--- src/rtl/hazard_ctrl_if.sv ---
// rtl/hazard_ctrl_if.sv - ID/EX hazard inputs and pipeline control outputs of hazard_ctrl
interface hazard_ctrl_if #(
  parameter int CNT_W = 16
);
  logic [4:0]       id_rs;
  logic [4:0]       id_rt;
  logic             id_use_rs;
  logic             id_use_rt;
  logic             id_md_op;
  logic             id_md_read;
  logic [4:0]       ex_wn;
  logic             ex_memread;
  logic             ex_br_taken;
  logic             pc_en;
  logic             ifid_en;
  logic             ifid_flush;
  logic             idex_bubble;
  logic             md_busy;
  logic [CNT_W-1:0] stall_cnt;

  modport master (
    output id_rs, id_rt, id_use_rs, id_use_rt, id_md_op, id_md_read,
    output ex_wn, ex_memread, ex_br_taken,
    input  pc_en, ifid_en, ifid_flush, idex_bubble, md_busy, stall_cnt
  );

  modport slave (
    input  id_rs, id_rt, id_use_rs, id_use_rt, id_md_op, id_md_read,
    input  ex_wn, ex_memread, ex_br_taken,
    output pc_en, ifid_en, ifid_flush, idex_bubble, md_busy, stall_cnt
  );
endinterface

--- src/rtl/hazard_ctrl.sv ---
// rtl/hazard_ctrl.sv - load-use and mult/div stall, taken-branch flush for the 5-stage core
// Stall cycle counter is built only when HAZARD_STALL_CNT_EN is defined.
module hazard_ctrl #(
  parameter int MD_LAT = 32,
  parameter int CNT_W  = 16
) (
  input logic          clk,
  input logic          rst,
  hazard_ctrl_if.slave hz
);
  logic [7:0] md_cnt;
  logic       md_busy;
  logic       lu;
  logic       mdh;
  logic       stall;
  logic       flush;
  logic       issue;

  assign md_busy    = (md_cnt != 8'd0);
  assign hz.md_busy = md_busy;

  always_comb begin
    lu    = hz.ex_memread && (hz.ex_wn != 5'd0) &&
            ((hz.id_use_rs && (hz.ex_wn == hz.id_rs)) ||
             (hz.id_use_rt && (hz.ex_wn == hz.id_rt)));
    mdh   = md_busy && (hz.id_md_read || hz.id_md_op);
    flush = hz.ex_br_taken;
    stall = (lu || mdh) && !flush;
    issue = hz.id_md_op && !stall && !flush;
  end

  // Flush beats stall: the wrong-path ID instruction's hazards are irrelevant.
  always_comb begin
    hz.pc_en       = 1'b1;
    hz.ifid_en     = 1'b1;
    hz.ifid_flush  = 1'b0;
    hz.idex_bubble = 1'b0;
    if (flush) begin
      hz.ifid_flush  = 1'b1;
      hz.idex_bubble = 1'b1;
    end else if (stall) begin
      hz.pc_en       = 1'b0;
      hz.ifid_en     = 1'b0;
      hz.idex_bubble = 1'b1;
    end
    if (!rst) begin
      hz.pc_en       = 1'b0;
      hz.ifid_en     = 1'b0;
      hz.ifid_flush  = 1'b0;
      hz.idex_bubble = 1'b1;
    end
  end

  always_ff @(posedge clk or negedge rst) begin
    if (!rst) begin
      md_cnt <= 8'd0;
    end else if (issue) begin
      md_cnt <= 8'(MD_LAT);
    end else if (md_busy) begin
      md_cnt <= md_cnt - 8'd1;
    end
  end

`ifdef HAZARD_STALL_CNT_EN
  logic [CNT_W-1:0] cnt;

  always_ff @(posedge clk or negedge rst) begin
    if (!rst) begin
      cnt <= '0;
    end else if (stall && (cnt != {CNT_W{1'b1}})) begin
      cnt <= cnt + CNT_W'(1);
    end
  end

  assign hz.stall_cnt = cnt;
`else
  assign hz.stall_cnt = '0;
`endif
endmodule

--- src/flat_wrapper.sv ---
// flat-port wrapper written by rule: the top's interface ports become plain ports
module hazard_ctrl_flat 
#(
  parameter int MD_LAT = 32,
  parameter int CNT_W  = 16
)
  (clk, rst, hz_id_rs, hz_id_rt, hz_id_use_rs, hz_id_use_rt, hz_id_md_op, hz_id_md_read, hz_ex_wn, hz_ex_memread, hz_ex_br_taken, hz_pc_en, hz_ifid_en, hz_ifid_flush, hz_idex_bubble, hz_md_busy, hz_stall_cnt);
  hazard_ctrl_if #(.CNT_W(CNT_W)) hz_i ();
  input logic clk;
  input logic rst;
  input wire logic [$bits(hz_i.id_rs)-1:0] hz_id_rs;
  input wire logic [$bits(hz_i.id_rt)-1:0] hz_id_rt;
  input wire logic [$bits(hz_i.id_use_rs)-1:0] hz_id_use_rs;
  input wire logic [$bits(hz_i.id_use_rt)-1:0] hz_id_use_rt;
  input wire logic [$bits(hz_i.id_md_op)-1:0] hz_id_md_op;
  input wire logic [$bits(hz_i.id_md_read)-1:0] hz_id_md_read;
  input wire logic [$bits(hz_i.ex_wn)-1:0] hz_ex_wn;
  input wire logic [$bits(hz_i.ex_memread)-1:0] hz_ex_memread;
  input wire logic [$bits(hz_i.ex_br_taken)-1:0] hz_ex_br_taken;
  output wire logic [$bits(hz_i.pc_en)-1:0] hz_pc_en;
  output wire logic [$bits(hz_i.ifid_en)-1:0] hz_ifid_en;
  output wire logic [$bits(hz_i.ifid_flush)-1:0] hz_ifid_flush;
  output wire logic [$bits(hz_i.idex_bubble)-1:0] hz_idex_bubble;
  output wire logic [$bits(hz_i.md_busy)-1:0] hz_md_busy;
  output wire logic [$bits(hz_i.stall_cnt)-1:0] hz_stall_cnt;
  assign hz_i.id_rs = hz_id_rs;
  assign hz_i.id_rt = hz_id_rt;
  assign hz_i.id_use_rs = hz_id_use_rs;
  assign hz_i.id_use_rt = hz_id_use_rt;
  assign hz_i.id_md_op = hz_id_md_op;
  assign hz_i.id_md_read = hz_id_md_read;
  assign hz_i.ex_wn = hz_ex_wn;
  assign hz_i.ex_memread = hz_ex_memread;
  assign hz_i.ex_br_taken = hz_ex_br_taken;
  assign hz_pc_en = hz_i.pc_en;
  assign hz_ifid_en = hz_i.ifid_en;
  assign hz_ifid_flush = hz_i.ifid_flush;
  assign hz_idex_bubble = hz_i.idex_bubble;
  assign hz_md_busy = hz_i.md_busy;
  assign hz_stall_cnt = hz_i.stall_cnt;
  hazard_ctrl #(.MD_LAT(MD_LAT), .CNT_W(CNT_W)) u_core (.clk(clk), .rst(rst), .hz(hz_i));
endmodule
--- config.mk ---
export PLATFORM = sky130hd
export DESIGN_NAME = hazard_ctrl_flat
export DESIGN_NICKNAME = d
export VERILOG_FILES = /design/src/rtl/hazard_ctrl_if.sv /design/src/rtl/hazard_ctrl.sv /design/src/flat_wrapper.sv
export SDC_FILE = /design/constraint.sdc
export NUM_CORES = 1
export LEC_CHECK = 0
export ABC_AREA = 1
export BUFFER_PORTS_ARGS = -buffer_cell sky130_fd_sc_hd__buf_2
export CAP_MARGIN = 20
export CORE_MARGIN = 3
export CORE_UTILIZATION = 49
export CTS_CLUSTER_SIZE = 12
export DETAILED_ROUTE_END_ITERATION = 10
export PLACE_DENSITY = 0.95
export RECOVER_POWER = 25
export SYNTH_ARGS = -nofsm -noshare
export SYNTH_HDL_FRONTEND = slang
export SYNTH_SLANG_ARGS = --single-unit
--- constraint.sdc ---
create_clock -name clk -period 4.65 [get_ports clk]
set_clock_uncertainty 0.1 [all_clocks]
set_input_delay 0.6975 -clock clk [delete_from_list [all_inputs] [get_ports clk]]
set_output_delay 0.6975 -clock clk [all_outputs]
set_load 0.005 [all_outputs]
==> impl_metrics.json <==
{
  "status": "finished, final reports clean",
  "power.density_mw_per_mm2": 353,
  "seq_area_frac_synth": 0.226,
  "required_ns": 3.85,
  "n_antenna_cell": 0,
  "multi_input_area_um2": 508,
  "max_stage_delay_ns": 0.38,
  "worst_skew_pair.late_latency_ns": 0.26,
  "place_ws_ns": 2.22,
  "path_clk_slew_ns": 0.06,
  "finalSetupViolCount": 0,
  "cts_hold_buf": 0,
  "final_nets": 189,
  "postRouteAntennaNets": 0,
  "post_cts.repair.setup_buffers": 0,
  "port_buffers": 27,
  "fillers": 149,
  "post-route-period-util": 0.527,
  "antenna_found_initial": 0,
  "wl_um": 1690,
  "die_w_um": 48.6,
  "instances_no_fill": 186,
  "drive_above_1_share": 0.272,
  "drc": 0,
  "viasPerCell": 4.30,
  "irDropWorstVdd_v": 0.000238,
  "fp.coreArea_mm2": 0.00161,
  "die_h_um": 48.6,
  "worstMarginPinSlew_ns": 0.590,
  "reg_top3": "u_core.md_cnt: 8 flops",
  "timing.final.ws_setup_ns": 2.20,
  "crit_buf_inv": 3,
  "grt_max_degree": 12,
  "htree_num_levels": 1,
  "top_register": "u_core.md_cnt",
  "routabilityCongestion": 0.782,
  "max_freq_mhz": 408,
  "regArea_um2": 200,
  "die_area_mm2": 0.00236,
  "maxCapViolCount": 0,
  "finalPower_w": 0.000354,
  "rrSetupSlack_ns": 3.14,
  "ys_ff_latch": 8,
  "grt_pass1_wl_um": 2760,
  "cp.depth": 9,
  "cts_made_buffers": 3,
  "drt_iter0_drc": 1,
  "worstReg2RegEnd": "u_core.md_cnt[6]$_DFFE_PN0P_",
  "crit_fanout": 6,
  "timing.slew.headroom": 0.607,
  "arrival_ns": 1.65,
  "rsz0062_at_grt": "no",
  "syn_area_um2": 887,
  "hold_path.class": "input pin to asynchronous set/reset pin",
  "ys_warn_count": 0,
  "via_count": 799,
  "syn_to_final_growth_pct": 13.0,
  "avgRoutedWirePerCell_um": 9.08,
  "drtPass1Iterations": 5,
  "r2r_cells": 9,
  "finalCriticalPeriod_ns": 2.45,
  "num_rows": 14,
  "synthDistinctLibCells": 25,
  "dpl.cell_count": 183,
  "clock_tree.buffer_depth": 2,
  "timing.rr.start": "u_core.md_cnt[0]$_DFFE_PN0P_",
  "worstSetupStartpointType": "flop",
  "grt_usage": 0.146,
  "critical_path_class": "flop to primary output",
  "finalSetupTns_ns": 0,
  "cp_top_family": "simple AND/OR/NAND/NOR gates",
  "cp-end-kind": "primary output",
  "slew_viol_final": 0,
  "finalHoldViolCount": 0,
  "initial_core_util": 0.550,
  "clock-root-buffer": "clkbuf_4",
  "largest_reg_flops": 8,
  "cp_slowest_cell": "dfrtp_1",
  "cts-resized-gates": 0,
  "synth_cells": 134,
  "overflow": 0,
  "io_pins": 44,
  "first_global_vias": 712,
  "cp_cell_sequence": "inv_1, ha_1, nand2_2, nor2_8, inv_6, o21ai_4, nand3_1, nand2_1, buf_2",
  "dp_hpwl_um": 1490,
  "cts_tree": "yes",
  "syn_area_per_cell_um2": 6.62,
  "holdWs_ns": 0.308,
  "power.leakage_nw": 0.634,
  "clock_sinks": 8
}
[final cells by class]
| class | count | share of cell area |
|---|---|---|
| repair buffers | 27 | 0.134 |
| multi-input cells | 98 | 0.507 |
| flip-flops and latches | 8 | 0.200 |
| well taps | 24 | 0.0300 |
| clock buffers | 3 | 0.0225 |
| inverters | 26 | 0.107 |
[stage by stage]
step | utilization | cell area [um^2]
global placement | 0.609 | 981
finish | 0.622 | 1000
global route | 0.622 | 1000
detailed placement | 0.609 | 981
floorplan | - | 943
CTS | 0.623 | 1000
[worst reg2reg max path: cells and delay by family (launching register included)]
kind	cells	cell delay [ns]
fa+ha+maj	1	0.17
buf+inv	3	0.23
xor+xnor	1	0.14
simple gates	4	0.38
flops	1	0.38
[how the worst max path moves through the flow]
stage,startpoint,end,slack (ns)
global route,u_core.md_cnt[0]$_DFFE_PN0P_,hz_ifid_en,2.09
global placement,hz_ex_wn[1],hz_ifid_en,2.22
floorplan,hz_ex_wn[4],hz_pc_en,2.45
CTS,u_core.md_cnt[0]$_DFFE_PN0P_,hz_pc_en,2.20
finish,u_core.md_cnt[0]$_DFFE_PN0P_,hz_pc_en,2.20
detailed placement,hz_ex_wn[1],hz_pc_en,2.22
[cell families after synthesis]
kind of cell / share of synthesized area
other cells: 0.00423
xor+xnor: 0.0296
buf+inv: 0.265
compound gates: 0.0635
flops: 0.226
fa+ha+maj: 0.0282
simple gates: 0.384
[layout by cell type (no fill, tap or decap), drive strengths merged]
cell type	count
xor2	2
nand2	44
nand3	7
nor2	14
xnor2	1
nand4	1
clkinv	1
a21oi	4
buf	26
ha	2
clkbuf	4
inv	25
dfrtp	8
o21ai	5
nor3	2
conb	16
[cells in the mapped netlist, drive strengths merged]
library cell / number / area, um^2
nor2: 14 / 78.8
nand4: 1 / 6.26
nand3: 7 / 60.1
o21ai: 5 / 36.3
xnor2: 1 / 8.76
xor2: 2 / 17.5
clkinv: 1 / 8.76
ha: 2 / 25.0
nand2: 44 / 175
dfrtp: 8 / 200
buf: 17 / 128
conb: 1 / 3.75
inv: 25 / 98.9
a21oi: 4 / 20.0
nor3: 2 / 20.0
[report_power, final]
group          total (W)  internal (W)  switching [W]
Combinational   0.000164     0.0000660      0.0000985
Clock          0.0000550     0.0000297      0.0000254
Sequential      0.000135      0.000102      0.0000331
Total           0.000354      0.000197       0.000157
[metal layers]
layer | part of all wire | track usage | vias to the layer above
met4 | 0.018 | 0.0664 | 0
met3 | 0.060 | 0.0215 | 4
met5 | 0 | 0 | -
li1 | - | - | 423
met1 | 0.39 | 0.153 | 341
met2 | 0.53 | 0.284 | 31
(Power assumes the default switching activity.)
